### config.mk
export PLATFORM = sky130hd
export DESIGN_NAME = jpeg_frame_sequencer
export DESIGN_NICKNAME = d
export VERILOG_FILES = /design/src/rtl/jpeg_pkg.sv /design/src/rtl/bit_serializer.sv /design/src/rtl/jpeg_frame_sequencer.sv
export SDC_FILE = /design/constraint.sdc
export NUM_CORES = 1
export LEC_CHECK = 0
export CORE_MARGIN = 2
export CORE_UTILIZATION = 35
export CTS_CLUSTER_SIZE = 40
export DETAILED_ROUTE_END_ITERATION = 16
export GPL_ROUTABILITY_DRIVEN = 1
export PLACE_DENSITY_LB_ADDON = 0.1
export SLEW_MARGIN = 20
export SYNTH_ARGS = -nofsm -noshare
export SYNTH_HDL_FRONTEND = slang
export SYNTH_HIERARCHICAL = 1
export SYNTH_SLANG_ARGS = --single-unit
### constraint.sdc
create_clock -name clk_in -period 3.2 [get_ports clk_in]
set_input_delay 0.48 -clock clk_in [delete_from_list [all_inputs] [get_ports clk_in]]
set_output_delay 0.48 -clock clk_in [all_outputs]
set_load 0.005 [all_outputs]
### src/rtl/jpeg_pkg.sv
// jpeg_pkg: shared FSM state codes, error-bit indices and row width for the frame sequencer
package jpeg_pkg;
  localparam int ROW_W = 64;
  localparam logic [2:0] IDLE = 3'd0;
  localparam logic [2:0] CLEAR = 3'd1;
  localparam logic [2:0] FEED = 3'd2;
  localparam logic [2:0] DRAIN = 3'd3;
  localparam logic [2:0] DONE = 3'd4;
  localparam int ERR_SYNC = 0;
  localparam int ERR_OVF = 1;
  localparam int ERR_TO = 2;
endpackage

### src/rtl/bit_serializer.sv
// bit_serializer: byte valid/ready to MSB-first serial bits, gapless, stops accepting after the last byte
module bit_serializer (
  input  logic       clk,
  input  logic       rst,
  input  logic       en,
  input  logic [7:0] data,
  input  logic       valid,
  input  logic       last,
  output logic       ready,
  output logic       bit_out,
  output logic       bit_valid,
  output logic       done
);
  logic [7:0] sh;
  logic [2:0] left;
  logic       full;
  logic       last_seen;
  logic       final_bit;
  // a new byte can load on the same edge the previous byte's bit 0 leaves
  assign final_bit = full && left == 3'd0;
  assign ready = en && (!full || final_bit) && !last_seen;
  assign bit_out = sh[7];
  assign bit_valid = full;
  assign done = final_bit && last_seen;
  always_ff @(posedge clk)
    if (rst) begin
      sh <= '0;
      left <= '0;
      full <= 1'b0;
      last_seen <= 1'b0;
    end else if (ready && valid) begin
      sh <= data;
      left <= 3'd7;
      full <= 1'b1;
      last_seen <= last;
    end else if (full) begin
      sh <= {sh[6:0], 1'b0};
      left <= left - 3'd1;
      full <= !final_bit;
    end
endmodule

### src/rtl/jpeg_frame_sequencer.sv
// jpeg_frame_sequencer: feeds one compressed frame into the decoder pipeline and writes its
// pixel rows to the frame buffer in raster order, flagging sync, overflow and timeout errors
module jpeg_frame_sequencer
  import jpeg_pkg::*;
#(
  parameter int BLOCKS_W = 40,
  parameter int BLOCKS_H = 30,
  parameter int ADDR_W = 14,
  parameter int TIMEOUT = 4096
) (
  input  logic              clk_in,
  input  logic              rst_in,
  input  logic              start_in,
  input  logic [7:0]        byte_in,
  input  logic              byte_valid_in,
  input  logic              byte_last_in,
  output logic              byte_ready_out,
  output logic              serial_out,
  output logic              serial_valid_out,
  output logic              dec_rst_out,
  input  logic [ROW_W-1:0]  row_in,
  input  logic              row_valid_in,
  input  logic              row_final_in,
  output logic [ADDR_W-1:0] wr_addr_out,
  output logic [ROW_W-1:0]  wr_data_out,
  output logic              wr_en_out,
  output logic              busy_out,
  output logic              done_out,
  output logic [2:0]        err_out
);
  localparam int NBLK = BLOCKS_W * BLOCKS_H;
  localparam int BX_W = $clog2(BLOCKS_W + 1);
  localparam int BY_W = $clog2(BLOCKS_H + 1);
  localparam int NB_W = $clog2(NBLK + 1);
  localparam int TO_W = $clog2(TIMEOUT + 1);
  logic [2:0]        state;
  logic [2:0]        next;
  logic [BX_W-1:0]   bx;
  logic [BY_W-1:0]   by;
  logic [2:0]        r;
  logic [NB_W-1:0]   blocks;
  logic [TO_W-1:0]   idle;
  logic [ADDR_W-1:0] addr;
  logic              last_bit;
  logic              all_done;
  logic              timeout;
  logic              row_ok;
  logic              last_col;
  bit_serializer u_ser (
    .clk(clk_in),
    .rst(!rst_in || state == CLEAR),
    .en(state == FEED),
    .data(byte_in),
    .valid(byte_valid_in),
    .last(byte_last_in),
    .ready(byte_ready_out),
    .bit_out(serial_out),
    .bit_valid(serial_valid_out),
    .done(last_bit)
  );
  assign all_done = blocks == NB_W'(NBLK);
  // the idle count reaches TIMEOUT on the same edge that leaves DRAIN
  assign timeout = idle == TO_W'(TIMEOUT - 1) && !row_valid_in;
  assign row_ok = row_valid_in && (state == FEED || state == DRAIN);
  assign last_col = bx == BX_W'(BLOCKS_W - 1);
  assign addr = (ADDR_W'(by) * ADDR_W'(8) + ADDR_W'(r)) * ADDR_W'(BLOCKS_W) + ADDR_W'(bx);
  assign busy_out = state == CLEAR || state == FEED || state == DRAIN;
  assign done_out = state == DONE;
  assign dec_rst_out = !(state == FEED || state == DRAIN);
  assign next = (state == IDLE || state == DONE) ? (start_in ? CLEAR : state) :
                state == CLEAR ? FEED :
                state == FEED ? (last_bit ? DRAIN : FEED) :
                state == DRAIN ? ((all_done || timeout) ? DONE : DRAIN) : IDLE;
  always_ff @(posedge clk_in)
    if (!rst_in) begin
      state <= IDLE;
      bx <= '0;
      by <= '0;
      r <= '0;
      blocks <= '0;
      idle <= '0;
      err_out <= '0;
      wr_en_out <= 1'b0;
      wr_addr_out <= '0;
      wr_data_out <= '0;
    end else begin
      state <= next;
      wr_en_out <= 1'b0;
      idle <= (state == DRAIN && !row_valid_in) ? idle + 1'b1 : '0;
      if (state == CLEAR) begin
        bx <= '0;
        by <= '0;
        r <= '0;
        blocks <= '0;
        err_out <= '0;
      end else if (row_ok && all_done) begin
        err_out[ERR_OVF] <= 1'b1;
      end else if (row_ok) begin
        wr_en_out <= 1'b1;
        wr_data_out <= row_in;
        wr_addr_out <= addr;
        r <= (row_final_in || r == 3'd7) ? 3'd0 : r + 3'd1;
        // a block boundary must coincide with row 7; either mismatch is a sync error
        if (row_final_in != (r == 3'd7)) err_out[ERR_SYNC] <= 1'b1;
        if (row_final_in) begin
          blocks <= blocks + 1'b1;
          bx <= last_col ? '0 : bx + 1'b1;
          if (last_col) by <= by + 1'b1;
        end
      end
      if (state == DRAIN && timeout && !all_done) err_out[ERR_TO] <= 1'b1;
    end
endmodule

# [Yosys cells after proc, flatten, opt, wreduce, memory -nomap -nowiden]
# Cells that the tools add are included.
[word_totals] ff_bits=136 inputBits=79 out_inout_bits=88 word_cells=94
[op_classes] addsub=8 mul=1 eq_ne=10 mux=18 n_bitwise=3 n_reduce_logical=38
[op_table] op="$mux W3" count=9
[op_table] op="$mux W8" count=2
[op_table] op="$add A14 B6 Y14" count=1
[op_table] op="$add A13 B1 Y13 const B" count=1
[op_table] op="$eq A13 B12 Y1 const B" count=1
[op_table] op="$add A11 B1 Y11 const B" count=1
[op_table] op="$eq A11 B11 Y1 const B" count=1
[op_table] op="$logic_and A1 B1 Y1" count=11
[op_table] op="$mul A9 B3 Y11 const B" count=1
[op_table] op="$add A8 B3 Y9" count=1
[op_table] op="$reduce_and A3 Y1" count=3
[op_table] op="$logic_or A1 B1 Y1" count=8
[op_table] op="$logic_not A1 Y1" count=7
[op_table] op="$add A6 B1 Y6 const B" count=1
[op_table] op="$eq A3 B2 Y1 const B" count=2
[op_table] op="$eq A3 B3 Y1 const B" count=2
[op_table] op="$eq A6 B6 Y1 const B" count=1
[op_table] op="$logic_not A3 Y1" count=2
[op_table] op="$mux W1" count=6
[op_table] op="$mux W6" count=1
[op_table] op="$add A5 B1 Y5 const B" count=1
[op_table] op="$reduce_and A2 Y1" count=2
[op_table] op="$reduce_and A4 Y1" count=1
[op_table] op="$reduce_bool A2 Y1" count=2
[op_table] op="other kinds (8)" count=10

# [Longest topological paths before layout]
[logic_depth] depth_word=8 mapped_depth=9 mapped_depth_nobuf=8

# [Hierarchy]
# Netlist, hierarchy kept.
[by_module_without_submodules] mod="jpeg_frame_sequencer" instances=1 cells_per_inst=632 area_each_um2=5291.3 seq_area_each_um2=2462.4
[by_module_without_submodules] mod="bit_serializer" instances=1 cells_per_inst=67 area_each_um2=676.9 seq_area_each_um2=260.2

# [Worst setup path after synthesis]
# No wires, ideal clock.
[synth_timing] kind="reg2reg" from="reg by[0]" to="reg wr_addr_out[12]" setup_time_ns=0.126 arrival_ns=2.312 required_ns=3.074 slack_ns=0.762 stages_incl_launch_ff=9 path_buffers=0 period_less_slack_ns=2.438 path_cell_list="dfxtp_1 ha_1 ha_1 fa_1 a211oi_2 o22ai_1 nor4b_1 a21bo_2 a31oi_1"
[synth_between] elab_chain_cells=3
[synth_rtl] element="start, declared" line_no="jpeg_frame_sequencer.sv:39" rtl="logic [BY_W-1:0] by;"
[synth_rtl] element="start signal, assigned" line_no="jpeg_frame_sequencer.sv:108" rtl="if (last_col) by <= by + 1'b1;"
[synth_rtl] element="$add A8 B3 Y9" line_no="jpeg_frame_sequencer.sv:66" rtl="assign addr = (ADDR_W'(by) * ADDR_W'(8) + ADDR_W'(r)) * ADDR_W'(BLOCKS_W) + ADDR_W'(bx);"
[synth_rtl] element="$mul A9 B3 Y11" line_no="jpeg_frame_sequencer.sv:66"
[synth_rtl] element="$add A14 B6 Y14" line_no="jpeg_frame_sequencer.sv:66"
[synth_rtl] element="end signal, assigned" line_no="jpeg_frame_sequencer.sv:101" rtl="wr_addr_out <= addr;"
[synth_rtl] element="end, declared" line_no="jpeg_frame_sequencer.sv:24" rtl="output logic [ADDR_W-1:0] wr_addr_out,"
# No other way between the ends.
# A chain may end at the register's enable or synchronous reset.

# [Final worst setup path]
# Same ends and word-level chain as after synthesis.

==> metrics.csv <==
stage,metric,value,unit
outcome,status,completed,
clocking,Root Buffer,clkbuf_16,
worst_setup_path,"CP delay by family, top",adder cells,
worst_setup_path,RR Startpoint,by[0],
grt,GR Util met1,0.213,
grt,initial antenna violation count,0,
place,input/output buffers,166,
worst_setup_path,CP Data Arrival Time,2.96,ns
synth,sequential cell area fraction in the yosys report,0.456,
pwr,sequential power share,0.437,
clocking,Clock H-tree levels,4,
synth,"top cells by count, synth","162 x nand2_1, 136 x dfxtp_1, 93 x a21oi_1, 46 x nor2_1, 25 x ha_1",
min_path,Hold EP,idle[0],
sta,total negative slack,0,ns
synth,cell with the most instances after synthesis,nand2_1,
synth,area share of the leading cell type in the synthesized netlist,0.456,
worst_setup_path,critical path launch point type,flop,
pwr,Tot Pwr,4.06,mW
grt,met3 usage,0.0473,
synth,"Avg Cell Area, Syn",8.54,um^2
worst_setup_path,buffers plus inverters on the worst setup path,0,
synth,Async SR Flop Fraction,0,
clocking,total CTS buffers,17,
sta,final hold viol count,0,
clocking,clk_lat worst skew,0.42,ns
worst_setup_path,worst reg2reg path endpoint,wr_addr_out[12],
clocking,Sink Count,136,
worst_setup_path,Worst Setup Path Type,flop to flop,
sta,max-slew violations,0,
detailed_routing,DR vias,5302,
synth,synth warn,6,
layout,# nets final,957,
grt,grt ovf,0,
synth,#FFs+latches synth,136,
synth,synth unique cells,61,
clocking,CTS-repair resized insts,0,
detailed_routing,1st-pass router iterations,4,
detailed_routing,detailed-route wire length per cell,14.2,um
pwr,Combinational Power Share,0.095,
pwr,Psw,0.904,mW
sta,Min Hold Slack,0.449,ns
pwr,PD cells,486,nW/um^2
place,Place WS,0.537,ns
worst_setup_path,"Slowest-stage cell, CP",fa_1,
detailed_routing,Initial DRC Count,267,
floorplanning,initial core utilization,0.359,
layout,Final Util,0.501,
detailed_routing,Antenna Nets Post-Route,0,
place,Placer Congestion,0.759,
worst_setup_path,CP Cell Sequence,ha_1 -> ha_1 -> fa_1 -> o211ai_1 -> nor3b_1 -> nor4b_1 -> a21bo_2 -> a31oi_1,
place,Detailed Place HPWL,10.7,mm
clocking,CTS tree,yes,
floorplanning,core area,16600,um^2
sta,worst clock skew,0.0125,ns
worst_setup_path,max incr delay on CP,0.56,ns
job,maxcap violations,0,
detailed_routing,Post-Route WL,15.4,mm
sta,fmax,0.375,GHz
worst_setup_path,reg2reg setup slack,0.53,ns
synth,ranking of synthesized cells by area,"dfxtp_1 46%, nand2_1 10%, a21oi_1 7.8%",
grt,gr busiest metal,met2,
floorplanning,std cell rows,47,
worst_setup_path,CP Data Required Time,3.49,ns
min_path,Hold Startpoint,idle[0],
floorplanning,die area,18100,um^2
layout,antenna diode count,0,
detailed_routing,drt via density,4.89,
min_path,hold path cells,1,
pwr,internal power,3.15,mW
layout,Layout area overhead,39.7,%
sta,final worst slack,0.531,ns
sta,Slew HR,0.408,
synth,"Net Count, Synth",805,
pwr,Max VDD drop,362,uV
detailed_routing,drt drc,0,
synth,Post-synth EDFFs,0,
worst_setup_path,Setup crit end kind,flop,
pwr,Clk pwr share,0.469,
grt,first-pass GRT wire length,24.4,mm
grt,largest net degree at the start of global routing,77,
pwr,Sw Share,0.223,
sta,period utilization,0.834,
clocking,Post-CTS Setup Inserts,0,
sta,setup violators final,0,
clocking,clk slew on worst S/H paths,0.06,ns
sta,unrepaired setup endpoints after global routing,no,
grt,GRT Util Overall,0.168,
worst_setup_path,Crit path depth,8,
floorplanning,Chip Width,135,um
sta,Slew @ Worst Pin,0.886,ns
grt,GR Layer Usage met2,0.272,
synth,Synth Instances,699,
synth,Netlist Area Pre-Place,5970,um^2
synth,Post-synth top flop,dfxtp_1,
layout,share of layout cells above drive strength 1,0.0625,
clocking,clk buf depth,2,
worst_setup_path,critical path's most frequent cell,ha_1,
floorplanning,Die Height,135,um
pwr,leakage power,3.00,nW
worst_setup_path,r2r worst-path depth,8,
synth,Yosys top cell by area,dfxtp_1,
clocking,Hold Buf Count CTS,0,
worst_setup_path,crit path max fanout,5,
min_path,worst min-delay path class,flop to flop,
grt,number of global-route vias before repair,4961,
floorplanning,I/O pins,167,
sta,time the worst path needs with I/O delays and setup,2.67,ns
==> worst register-to-register path: cells and delay by family (launching register included) <==
kind	cells	cell delay, ns
adder cells (fa/ha/maj)	3	1.08
AO/OA/AOI/OAI	3	0.39
flip-flops	1	0.42
AND/OR/NAND/NOR	2	0.65
==> flip-flops by register name, summed over array words and instances, names as in the netlist, 5 cells and up <==
| register | flops |
|---|---|
| wr_data_out | 64 |
| idle | 13 |
| bx | 6 |
| blocks | 11 |
| wr_addr_out | 14 |
| u_ser/sh | 8 |
| by | 5 |
==> placed cells by master (no fill, tap or decap), drive strengths merged, types with 3 or more instances in the layout <==
cell type / instances
dfxtp: 136
xor2: 20
nand2b: 4
nor2: 46
nand3b: 3
nor3b: 5
a211oi: 20
mux2i: 8
clkinv: 6
a21oi: 93
clkbuf: 23
nand3: 21
nand2: 163
nor3: 6
buf: 6
ha: 25
inv: 16
o211ai: 3
xnor2: 12
and3: 3
or2: 3
and2: 3
nand4: 7
a21o: 3
clkdlybuf4s50: 166
or3: 7
o21ai: 17
==> through the flow <==
stage          instances  cell area, um^2
5_1_grt             1084             8340
4_1_cts             1084             8340
3_5_place_dp        1052             7760
2_1_floorplan        699             5970
3_3_place_gp        1052             7760
6_report            1084             8340
==> power by group through the flow <==
stage | clock (mW) | combinational (mW) | sequential (mW)
floorplan | 0 | 0.167 | 1.81
CTS | 1.95 | 0.389 | 1.77
global placement | 0 | 0.381 | 1.80
global route | 2.04 | 0.417 | 1.78
finish | 1.90 | 0.384 | 1.77
detailed placement | 0 | 0.387 | 1.81
==> metal layers <==
metal / part of all wire / wire (um)
met3: 0.052 / 796
met4: 0.021 / 318
met5: 0 / 0
met1: 0.47 / 7250
met2: 0.46 / 7040
==> cell type report <==
cell class / instances / area, um^2
fillers: 1570 / 8300
multi-input cells: 508 / 2970
flip-flops and latches: 136 / 2720
repair buffers: 172 / 1730
clock buffers: 23 / 478
well taps: 220 / 275
clock inverters: 9 / 97.6
inverters: 16 / 60.1
==> logic make-up after synthesis <==
logic type	Yosys count	share of synthesized area
xor+xnor	32	0.0470
buf+inv	55	0.0470
flops	136	0.456
simple gates	284	0.216
fa+ha+maj	27	0.0591
compound gates	157	0.161
mux	8	0.0134
==> worst max path at each step <==
stage                      from  slack [ns]               to
after global placement    by[0]        0.57  wr_addr_out[12]
final                     by[0]        0.53  wr_addr_out[12]
after floorplan           by[0]        0.76  wr_addr_out[12]
after CTS                 by[0]        0.53  wr_addr_out[12]
after global routing      by[0]        0.27  wr_addr_out[12]
after detailed placement  by[0]        0.54  wr_addr_out[11]
Power figures use the tool's default switching activity.
